[config.mk]
export PLATFORM = sky130hd
export DESIGN_NAME = adder_controller
export DESIGN_NICKNAME = d
export VERILOG_FILES = /design/src/rtl/adder_pkg.sv /design/src/rtl/adder_controller.sv
export SDC_FILE = /design/constraint.sdc
export NUM_CORES = 1
export LEC_CHECK = 0
export BUFFER_PORTS_ARGS = -buffer_cell sky130_fd_sc_hd__buf_2
export CAP_MARGIN = 10
export CORE_AREA = 5 5 42 44
export CTS_BUF_LIST = sky130_fd_sc_hd__clkbuf_8 sky130_fd_sc_hd__clkbuf_16
export CTS_CLUSTER_DIAMETER = 100
export CTS_CLUSTER_SIZE = 14
export DETAILED_ROUTE_END_ITERATION = 12
export DIE_AREA = 0 0 47 49
export HOLD_SLACK_MARGIN = 0.08
export RECOVER_POWER = 25
export SYNTH_ARGS = -nofsm -noshare
export SYNTH_HDL_FRONTEND = slang
export SYNTH_SLANG_ARGS = --single-unit
[constraint.sdc]
create_clock -name clk -period 2.2 [get_ports clk]
set_clock_uncertainty 0.05 [all_clocks]
set_input_delay 0.22 -clock clk [delete_from_list [all_inputs] [get_ports clk]]
set_output_delay 0.22 -clock clk [all_outputs]
set_load 0.05 [all_outputs]
[src/rtl/adder_pkg.sv]
`default_nettype none
// ============================================================================
// Module : adder_pkg
// Brief  : State encoding, bsel codes and per-state control words for the
//          A+B+C+D sequencer.
// Rev    : 1.0
// ============================================================================
package adder_pkg;

  typedef enum logic [2:0] {
    ST_IDLE   = 3'd0,
    ST_LOAD   = 3'd1,
    ST_ADD_AB = 3'd2,
    ST_ADD_C  = 3'd3,
    ST_ADD_D  = 3'd4,
    ST_OUT    = 3'd5,
    ST_DONE   = 3'd6
  } state_e;

  localparam logic [1:0] SEL_AB   = 2'b00;
  localparam logic [1:0] SEL_C    = 2'b01;
  localparam logic [1:0] SEL_D    = 2'b10;
  localparam logic [1:0] SEL_IDLE = 2'b11;

  typedef struct packed {
    logic       aload;
    logic       bload;
    logic       cload;
    logic       dload;
    logic       asel;
    logic [1:0] bsel;
    logic       output_enable;
    logic       done;
  } ctrl_t;

  localparam ctrl_t CW_IDLE   = '{aload: 1'b0, bload: 1'b0, cload: 1'b0, dload: 1'b0,
                                  asel: 1'b0, bsel: SEL_IDLE, output_enable: 1'b0, done: 1'b0};
  localparam ctrl_t CW_LOAD   = '{aload: 1'b1, bload: 1'b1, cload: 1'b1, dload: 1'b1,
                                  asel: 1'b0, bsel: SEL_IDLE, output_enable: 1'b0, done: 1'b0};
  localparam ctrl_t CW_ADD_AB = '{aload: 1'b0, bload: 1'b0, cload: 1'b0, dload: 1'b0,
                                  asel: 1'b1, bsel: SEL_AB, output_enable: 1'b0, done: 1'b0};
  localparam ctrl_t CW_ADD_C  = '{aload: 1'b0, bload: 1'b0, cload: 1'b0, dload: 1'b0,
                                  asel: 1'b0, bsel: SEL_C, output_enable: 1'b0, done: 1'b0};
  localparam ctrl_t CW_ADD_D  = '{aload: 1'b0, bload: 1'b0, cload: 1'b0, dload: 1'b0,
                                  asel: 1'b0, bsel: SEL_D, output_enable: 1'b0, done: 1'b0};
  localparam ctrl_t CW_OUT    = '{aload: 1'b0, bload: 1'b0, cload: 1'b0, dload: 1'b0,
                                  asel: 1'b0, bsel: SEL_IDLE, output_enable: 1'b1, done: 1'b0};
  localparam ctrl_t CW_DONE   = '{aload: 1'b0, bload: 1'b0, cload: 1'b0, dload: 1'b0,
                                  asel: 1'b0, bsel: SEL_IDLE, output_enable: 1'b0, done: 1'b1};

  function automatic ctrl_t ctrl_word(input state_e s);
    ctrl_t cw;
    cw = CW_IDLE;
    case (s)
      ST_LOAD:   cw = CW_LOAD;
      ST_ADD_AB: cw = CW_ADD_AB;
      ST_ADD_C:  cw = CW_ADD_C;
      ST_ADD_D:  cw = CW_ADD_D;
      ST_OUT:    cw = CW_OUT;
      ST_DONE:   cw = CW_DONE;
      default:   cw = CW_IDLE;
    endcase
    return cw;
  endfunction

endpackage
`default_nettype wire

[src/rtl/adder_controller.sv]
`default_nettype none
// ============================================================================
// Module : adder_controller
// Brief  : Moore sequencer driving an external A+B+C+D datapath. Optional
//          op_count perf counter when ADDER_CONTROLLER_PERF_EN is defined.
// Rev    : 1.0
// ============================================================================
module adder_controller
  import adder_pkg::*;
#(
  parameter int unsigned DONE_HOLD = 1
) (
  input  logic       clk,
  input  logic       rst,
  input  logic       start,
  input  logic       abort,
  output logic       aload,
  output logic       bload,
  output logic       cload,
  output logic       dload,
  output logic       asel,
  output logic [1:0] bsel,
  output logic       output_enable,
  output logic       busy,
  output logic       done
`ifdef ADDER_CONTROLLER_PERF_EN
  ,
  output logic [15:0] op_count
`endif
);

  localparam logic [3:0] HOLD_RELOAD = 4'(DONE_HOLD - 1);

  state_e     state_q, state_d;
  logic [3:0] hold_q, hold_d;
  ctrl_t      cw;

  always_ff @(posedge clk or negedge rst) begin
    if (!rst) begin
      state_q <= ST_IDLE;
      hold_q  <= 4'd0;
    end else begin
      state_q <= state_d;
      hold_q  <= hold_d;
    end
  end

  always_comb begin
    state_d = state_q;
    hold_d  = hold_q;
    case (state_q)
      ST_IDLE:   if (start) state_d = ST_LOAD;
      ST_LOAD:   state_d = abort ? ST_IDLE : ST_ADD_AB;
      ST_ADD_AB: state_d = abort ? ST_IDLE : ST_ADD_C;
      ST_ADD_C:  state_d = abort ? ST_IDLE : ST_ADD_D;
      ST_ADD_D:  state_d = abort ? ST_IDLE : ST_OUT;
      ST_OUT: begin
        if (abort) begin
          state_d = ST_IDLE;
        end else begin
          state_d = ST_DONE;
          hold_d  = HOLD_RELOAD;
        end
      end
      ST_DONE: begin
        // Counter holds remaining extra cycles; zero means this is the last one.
        if (hold_q == 4'd0) state_d = ST_IDLE;
        else                hold_d  = hold_q - 4'd1;
      end
      default:   state_d = ST_IDLE;
    endcase
  end

  assign cw            = ctrl_word(state_q);
  assign aload         = cw.aload;
  assign bload         = cw.bload;
  assign cload         = cw.cload;
  assign dload         = cw.dload;
  assign asel          = cw.asel;
  assign bsel          = cw.bsel;
  assign output_enable = cw.output_enable;
  assign done          = cw.done;
  assign busy          = (state_q != ST_IDLE);

`ifdef ADDER_CONTROLLER_PERF_EN
  logic [15:0] op_count_q;

  always_ff @(posedge clk or negedge rst) begin
    if (!rst) begin
      op_count_q <= 16'd0;
    end else if (state_q == ST_DONE && state_d == ST_IDLE) begin
      op_count_q <= op_count_q + 16'd1;
    end
  end

  assign op_count = op_count_q;
`endif

endmodule
`default_nettype wire

==> flow_metrics.py, run 1 <==
metrics = {
    "run_status": {
        "status": "finished clean",
    },
    "sta": {
        "layout_min_cycle_time_ns": 1.70,
        "max-slew-margin-rel": 0.747,
        "drv_slew": 0,
        "fin_setup_tns_ns": 0,
        "fmax_mhz": 589,
        "setup_viol": 0,
        "rsz0062_at_grt": "false",
        "worstMarginPinSlew_ns": 0.380,
        "holdWs_ns": 0.193,
        "fin_crit_sh": 0.772,
        "final-hold-violation-count": 0,
    },
    "placement": {
        "place.gp.congestion": 0.695,
        "numPortBuffers": 13,
        "placed_cell_area_um2": 531,
        "dpl.hpwl_um": 652,
        "placedCellCount": 75,
    },
    "global_routing": {
        "grt_pass1_vias": 299,
        "grt_max_degree": 13,
        "grt_usage": 0.0809,
        "overflow": 0,
        "grt_pass1_wl_um": 1320,
        "antenna_found_initial": 0,
    },
    "layout": {
        "final_nets": 71,
        "area_growth_pct": 20.1,
        "drive_gt1_frac": 0.313,
        "layout.cells.non_filler": 80,
        "final_area_um2": 584,
        "antenna_cells": 0,
        "fillers": 145,
    },
    "critical_path": {
        "cp-start-kind": "flip-flop",
        "cp_max_fo": 8,
        "critPathArrivalTime_ns": 1.43,
        "cp-end-kind": "output port",
        "critPathKind": "flip-flop to output port",
        "cp.required_ns": 1.93,
    },
    "clocking": {
        "insertion_delay_ns": 0.22,
        "cts_htree_levels": 1,
        "cts.clk_slew.worst_paths_ns": 0.04,
        "root_buffer": "clkbuf_8",
        "cts_setup_buffers": 0,
        "cts_buffers": 3,
        "cts_max_path_buffers": 2,
        "cts_tree": "built",
        "cts.sinks": 7,
    },
    "synth": {
        "synth_cell_types": 25,
        "netlist_area_um2": 487,
        "synth_fp_nets": 57,
        "synth_area_leader_cell": "dfrtp_1",
        "synth.area.top_cells": "dfrtp_1 36%, mux2i_1 8.2%, buf_4 6.2%, ha_1 5.1%, a21o_1 4.6%",
        "synthCells": 51,
        "ys_warn_count": 0,
        "synth.avg_cell_area_um2": 9.54,
        "synth_seq_area_share": 0.360,
        "synth_top_area_frac": 0.360,
        "ys_ff_latch": 7,
    },
    "drt": {
        "wl_per_cell_um": 10.5,
        "vias": 371,
        "drtAntennaViolNets": 0,
        "wl_um": 841,
        "drt_iter0_markers": 1,
        "drt_pass1_iterations": 2,
        "drc": 0,
        "vias_per_cell": 4.64,
    },
    "die": {
        "die_area_mm2": 0.00230,
        "die_x_um": 47,
        "rows": 14,
        "core_area_mm2": 0.00140,
        "num_io_pins": 14,
        "initial_core_util": 0.347,
        "die_h_um": 49,
    },
    "job": {
        "drv_cap": 0,
    },
    "hold_path": {
        "min_path_type": "input pin to flip-flop",
    },
}
[Yosys cell counts]
master and instances:
inv_1 2, o21ai_0 1, or2_1 1, mux2i_1 4, nor2_1 2, and2_1 1, nand3_2 1, nand2_1 6
nor3_1 1, or3_1 1, a21oi_2 1, a21oi_1 2, buf_6 1, nand2_2 1, ha_1 2, nand2b_1 3
or3b_4 1, buf_4 4, nand4bb_1 1, nor2b_1 2, nor3b_1 1, and3b_4 1, or2b_1 1, dfrtp_1 7
a21o_1 3
[registers in the layout, summed over array words and instances (netlist names)]
name and count:
state_q 3, hold_q 4
[what timing repair did]
item | 4_1_cts | 5_1_grt
hold buffers | 1 | 0
gates resized for setup | 0 | 0
hold endpoints to repair | 7 | 0
[kinds of logic (layout without fill, tap and decap cells)]
kind of cell | Yosys count | after routing | synth area share
multiplexers | 4 | 4 | 0.0823
AND/OR/NAND/NOR | 24 | 24 | 0.311
flip-flops | 7 | 7 | 0.360
adder cells (fa/ha/maj) | 2 | 2 | 0.0514
AO/OA/AOI/OAI | 7 | 7 | 0.0951
buffers and inverters | 7 | 20 | 0.100
[path summary, 6_finish.rpt]
kind,startpoint,end,slack (ns),depth (start not counted)
min in group asynchronous,rst,hold_q[0]$_DFFE_PN0P_,0.37,2
min reg2reg,hold_q[0]$_DFFE_PN0P_,hold_q[0]$_DFFE_PN0P_,0.45,1
max reg2reg,hold_q[0]$_DFFE_PN0P_,hold_q[0]$_DFFE_PN0P_,0.72,5
max,state_q[0]$_DFFE_PN0P_,cload,0.50,3
max in group asynchronous,rst,state_q[2]$_DFFE_PN0P_,1.46,2
min,abort,state_q[1]$_DFFE_PN0P_,0.19,2
[routing by layer]
metal / share of wire / global-route usage
met5: 0 / 0
met4: 0.023 / 0.0553
met3: 0.12 / 0.0332
met2: 0.38 / 0.0973
met1: 0.47 / 0.113
[critical path: stages, from the launching register on]
cell and delay [ns]:
dfrtp_1 0.46, nor2b_1 0.22, nor2b_1 0.23, buf_2 0.30
[area by class of cell]
type / instances / area [um2] / share of cell area
multi-input cells: 37 / 263 / 0.450
repair buffers: 14 / 73.8 / 0.126
clock inverters: 1 / 3.75 / 0.00642
well taps: 16 / 20.0 / 0.0343
inverters: 2 / 7.51 / 0.0128
flip-flops and latches: 7 / 175 / 0.300
clock buffers: 3 / 41.3 / 0.0707
[cell usage in the layout (no fill, tap or decap)]
master / count
nor2b_1: 2
nand4bb_1: 1
mux2i_1: 4
o21ai_0: 1
nor3_1: 1
buf_2: 12
dfrtp_1: 7
nand2_1: 6
a21o_1: 3
and2_1: 1
and3b_4: 1
nand2_2: 1
ha_1: 2
or3b_4: 1
or2_1: 1
or3_1: 1
nand3_2: 1
nor2_1: 2
dlygate4sd3_1: 1
a21oi_1: 2
nor3b_1: 1
a21oi_2: 1
nand2b_1: 3
or2b_1: 1
clkbuf_8: 3
clkbuf_1: 1
inv_1: 3
[per-stage QoR]
step                setup slack, ns  utilization
floorplan                     0.121            -
global placement              0.746        0.379
detailed placement            0.722        0.379
CTS                           0.478        0.418
global route                  0.363        0.417
finish                        0.501        0.417
Power of run 1 is left out: the tool's default activity adds up to more than one toggle a clock period on the data nets, which glitch-free logic cannot reach.
==> run 2, diff against run 1 <==
clock period = 1.41 ns   (was 2.2 ns; I/O delays follow)
==> run 2 against run 1 <==
Compared with the run above:
- the run now ends with setup timing left
- non-clock buffer count grew 14
- first-iteration DRC count is 100% higher
- via count rose by 18%
- die area is the same
- critical endpoint is now bload
==> flow_metrics.py, run 2 (same netlist as run 1, synthesis figures left out) <==
metrics = {
    "global_routing": {
        "grt_max_degree": 11,
        "grt_pass1_vias": 422,
        "grt_usage": 0.109,
        "overflow": 0,
        "antenna_found_initial": 0,
        "grt_pass1_wl_um": 1760,
    },
    "die": {
        "die_x_um": 47,
        "initial_core_util": 0.347,
        "core_area_mm2": 0.00140,
        "die_area_mm2": 0.00230,
        "num_io_pins": 14,
        "die_h_um": 49,
        "rows": 14,
    },
    "critical_path": {
        "r2r_cells": 5,
        "cp-start-kind": "flip-flop",
        "cp_max_fo": 6,
        "cp-endpoint": "bload",
        "critPathArrivalTime_ns": 1.25,
        "crit_start": "state_q[1]$_DFFE_PN0P_",
        "regToRegEndpoint": "hold_q[1]$_DFFE_PN0P_",
        "cp.required_ns": 1.22,
        "cp-end-kind": "output port",
        "r2r-start": "hold_q[0]$_DFFE_PN0P_",
        "r2r_slack_ns": 0.02,
        "critPathKind": "flip-flop to output port",
    },
    "clocking": {
        "insertion_delay_ns": 0.23,
        "cts_tree": "built",
        "root_buffer": "clkbuf_8",
        "cts_buffers": 3,
        "cts.clk_slew.worst_paths_ns": 0.04,
        "cts_htree_levels": 1,
        "cts.sinks": 7,
        "cts_max_path_buffers": 2,
    },
    "job": {
        "drv_cap": 0,
    },
    "sta": {
        "max-slew-margin-rel": 0.729,
        "setup_viol": 6,
        "fin_crit_sh": 1.02,
        "rsz0062_at_grt": "true",
        "worstMarginPinSlew_ns": 0.407,
        "fin_setup_tns_ns": -0.123,
        "layout_min_cycle_time_ns": 1.44,
        "fmax_mhz": 695,
        "holdWs_ns": 0.114,
        "drv_slew": 0,
        "fin_ws_ns": -0.0298,
        "final-hold-violation-count": 0,
    },
    "layout": {
        "largest_register_ffs": 4,
        "final_area_um2": 810,
        "final_nets": 85,
        "top_regs": "hold_q x4, state_q x3",
        "top_register": "hold_q",
        "drive_gt1_frac": 0.577,
        "area_growth_pct": 66.3,
        "final_cell_mix": "14 x buf_4, 7 x buf_6, 6 x nand2_1, 4 x mux2i_1, 4 x dfrtp_1",
        "final_common_cell": "buf_4",
        "fin_util": 0.578,
        "layout.cells.non_filler": 94,
        "antenna_cells": 0,
    },
    "power": {
        "power.switching_uw": 947,
        "p_clk_frac": 0.136,
        "swShare": 0.463,
        "power.total_mw": 2.04,
        "power_density_mw_per_mm2": 2520,
        "ir_drop_v": 0.000993,
        "leakagePower_nw": 0.414,
        "comb_power_share": 0.678,
        "p_seq_frac": 0.186,
        "power.internal_mw": 1.10,
    },
    "drt": {
        "drc": 0,
        "drt_iter0_markers": 2,
        "drtAntennaViolNets": 0,
        "vias": 436,
        "drt_pass1_iterations": 2,
        "vias_per_cell": 4.64,
        "wl_per_cell_um": 12.3,
        "wl_um": 1160,
    },
    "run_status": {
        "violations": "setup timing",
        "status": "finished with violations",
    },
    "hold_path": {
        "min_path_type": "input pin to flip-flop",
    },
    "placement": {
        "placed_cell_area_um2": 584,
        "dpl.hpwl_um": 698,
        "placedCellCount": 79,
        "numPortBuffers": 13,
        "post-place-ws_ns": -0.0270,
        "place.gp.congestion": 0.795,
    },
}
[run 2: how the worst min path moves through the flow]
stage / startpoint / end / slack, ns / cells past startpoint
global route: abort / state_q[1]$_DFFE_PN0P_ / 0.12 / 2
CTS: abort / state_q[1]$_DFFE_PN0P_ / 0.11 / 2
floorplan: rst / hold_q[0]$_DFFE_PN0P_ / -0.20 / 0
detailed placement: rst / hold_q[2]$_DFFE_PN0P_ / -0.06 / 1
global placement: rst / hold_q[2]$_DFFE_PN0P_ / -0.07 / 1
finish: abort / state_q[1]$_DFFE_PN0P_ / 0.11 / 2
[run 2: power groups by stage]
stage          clock network (mW)  logic [mW]  registers [mW]
3_3_place_gp                    0       0.971           0.390
6_report                    0.278        1.39           0.380
4_1_cts                     0.287        1.21           0.392
3_5_place_dp                    0       0.977           0.390
2_1_floorplan                   0       0.877           0.343
5_1_grt                     0.308        1.47           0.397
[run 2: cell type report]
type / count / area, um2
timing repair buffer: 28 / 243
fill: 127 / 592
clock inverter: 1 / 3.75
multi-input combinational: 37 / 315
inverter: 2 / 7.51
clock buffer: 3 / 41.3
sequential: 7 / 179
tap: 16 / 20.0
[run 2: layer usage]
layer	share of wire	GRT usage	vias to the layer above	routed length, um
li1	-	-	221	-
met1	0.41	0.130	200	473
met2	0.50	0.161	13	577
met3	0.067	0.0480	2	77
met4	0.023	0.0553	0	26
met5	0	0	-	0
[run 2: repair_timing]
item                                   4_1_cts  5_1_grt
setup endpoints to repair                   12       11
hold buffers                                 1        0
pin swaps                                    1        1
gates resized for setup                     20       12
endpoints found under the hold margin        7        0
setup buffers                                6        4
[run 2: critical path, stage by stage, from the launching register on]
cell     delay (ns)
dfrtp_2        0.46
nor2b_4        0.14
nor2b_4        0.23
buf_6          0.18
(Power assumes the default switching activity.)
==> run 3, diff against run 2 <==
--- a/constraint.sdc
+++ b/constraint.sdc
@@ -4,2 +4,2 @@
 set_output_delay 0.141 -clock clk [all_outputs]
-set_load 0.05 [all_outputs]
+set_load 0.1 [all_outputs]
==> run 3 against run 2 <==
Compared with the run above:
- the run still ends with setup timing left
- cell area is 20% higher
- hold slack worse by 0.014 ns
- first-iteration DRC count grew to 2.5 times the previous value
- sequential share of layout area is 3.7 points lower
- via count is 8.5% higher
- cell count is 5.3% higher
- global-route usage is 3.8 points higher
- count of clock-buffer cells in the layout stayed put
- die area stayed put
- setup slack worse by 0.060 ns
- critical path type unchanged
- register-to-register slack worse by 0.04 ns
==> flow_metrics.py, run 3 (same netlist as run 1, synthesis figures left out) <==
metrics = {
    "drt": {
        "drt_pass1_iterations": 3,
        "drt_iter0_markers": 5,
        "vias": 473,
        "wl_um": 1400,
        "drtAntennaViolNets": 0,
        "wl_per_cell_um": 14.1,
        "drc": 0,
        "vias_per_cell": 4.78,
    },
    "layout": {
        "regArea_um2": 179,
        "final_common_cell": "buf_4",
        "area_growth_pct": 100,
        "fin_util": 0.696,
        "final_cell_mix": "15 x buf_4, 10 x buf_12, 6 x nand2_1",
        "top_regs": "hold_q x4, state_q x3",
        "multi_input_area_um2": 342,
        "fillers": 113,
        "antenna_cells": 0,
        "top_register": "hold_q",
        "largest_register_ffs": 4,
        "final_nets": 90,
        "drive_gt1_frac": 0.651,
    },
    "sta": {
        "rsz0062_at_grt": "true",
        "setup_viol": 10,
        "fin_ws_ns": -0.0895,
        "max-slew-margin-rel": 0.728,
        "fmax_mhz": 667,
        "drv_slew": 0,
        "final-hold-violation-count": 0,
        "layout_min_cycle_time_ns": 1.50,
        "fin_crit_sh": 1.06,
        "worstMarginPinSlew_ns": 0.407,
    },
    "die": {
        "core_area_mm2": 0.00140,
        "die_x_um": 47,
        "die_h_um": 49,
        "rows": 14,
        "die_area_mm2": 0.00230,
        "initial_core_util": 0.347,
        "num_io_pins": 14,
    },
    "global_routing": {
        "grt_max_degree": 8,
        "overflow": 0,
        "grt_usage": 0.147,
        "grt_pass1_wl_um": 2300,
        "antenna_found_initial": 0,
        "grt_pass1_vias": 500,
    },
    "job": {
        "drv_cap": 0,
    },
    "hold_path": {
        "min_path_type": "input pin to flip-flop",
    },
    "clocking": {
        "cts.clk_slew.worst_paths_ns": 0.04,
        "cts_buffers": 3,
        "cts_htree_levels": 1,
        "cts_max_path_buffers": 2,
        "root_buffer": "clkbuf_8",
        "cts_tree": "built",
        "cts.sinks": 7,
        "insertion_delay_ns": 0.23,
    },
    "critical_path": {
        "crit_buf_inv": 2,
        "cp-start-kind": "flip-flop",
        "r2r_slack_ns": -0.02,
        "cp_max_fo": 5,
        "path_cells": "buf_4 -> nor3b_4 -> buf_12",
        "max_stage_delay_ns": 0.41,
        "crit_slowest_cell": "dfrtp_2",
        "r2r_cells": 5,
        "cp-endpoint": "asel",
        "path_delay_family": "flip-flops",
        "critPathKind": "flip-flop to output port",
        "crit_start": "state_q[0]$_DFFE_PN0P_",
        "cp-end-kind": "output port",
        "cp.required_ns": 1.22,
        "r2r-start": "hold_q[0]$_DFFE_PN0P_",
        "cp.depth": 3,
        "regToRegEndpoint": "hold_q[2]$_DFFE_PN0P_",
        "critPathArrivalTime_ns": 1.31,
    },
    "placement": {
        "place.gp.congestion": 0.773,
        "post-place-ws_ns": -0.0570,
        "numPortBuffers": 13,
        "dpl.hpwl_um": 884,
    },
    "run_status": {
        "status": "finished with violations",
        "violations": "setup timing",
    },
}
run 3: layer usage:
layer  track usage  part of all wire
met4         0.106             0.034
met3        0.0369             0.039
met2         0.244              0.55
met5             0                 0
met1         0.148              0.38
run 3: how the worst min path moves through the flow:
| stage | slack, ns | startpoint | endpoint | depth (start not counted) |
|---|---|---|---|---|
| after floorplan | -0.20 | rst | hold_q[0]$_DFFE_PN0P_ | 0 |
| after global placement | -0.07 | rst | hold_q[3]$_DFFE_PN0P_ | 1 |
| after detailed placement | -0.06 | rst | hold_q[1]$_DFFE_PN0P_ | 1 |
| after CTS | 0.10 | abort | state_q[1]$_DFFE_PN0P_ | 2 |
| after global routing | 0.14 | abort | state_q[1]$_DFFE_PN0P_ | 2 |
| final | 0.10 | abort | state_q[1]$_DFFE_PN0P_ | 2 |
run 3: layout make-up:
class	instances	area share
clock buffers	3	0.0424
clock inverters	1	0.00385
inverters	2	0.00770
multi-input cells	37	0.350
flip-flops and latches	7	0.184
well taps	16	0.0205
repair buffers	33	0.392
run 3: per-stage QoR:
| stage | setup TNS, ns | hold WS [ns] | area [um2] | instances |
|---|---|---|---|---|
| 2_1_floorplan | -1.44 | -0.205 | 573 | 51 |
| 3_3_place_gp | 0 | -0.0668 | 763 | 82 |
| 3_5_place_dp | -0.0570 | -0.0640 | 763 | 82 |
| 4_1_cts | -0.540 | 0.104 | 932 | 95 |
| 5_1_grt | -1.05 | 0.135 | 975 | 99 |
| 6_report | -0.614 | 0.100 | 975 | 99 |
run 3: what timing repair did:
item	in CTS	in global routing
hold buffers	1	0
pin swaps	4	3
endpoints found under the setup margin	11	14
hold endpoints to repair	7	0
setup buffers	8	4
resized for setup	15	5
run 3: worst reg2reg max path, delay by kind of cell, from the launching register on:
family	cells	cell delay, ns
buf+inv	1	0.08
fa+ha+maj	1	0.13
flops	1	0.38
mux	1	0.22
simple gates	2	0.48
Power of run 3 is left out for the same reason.
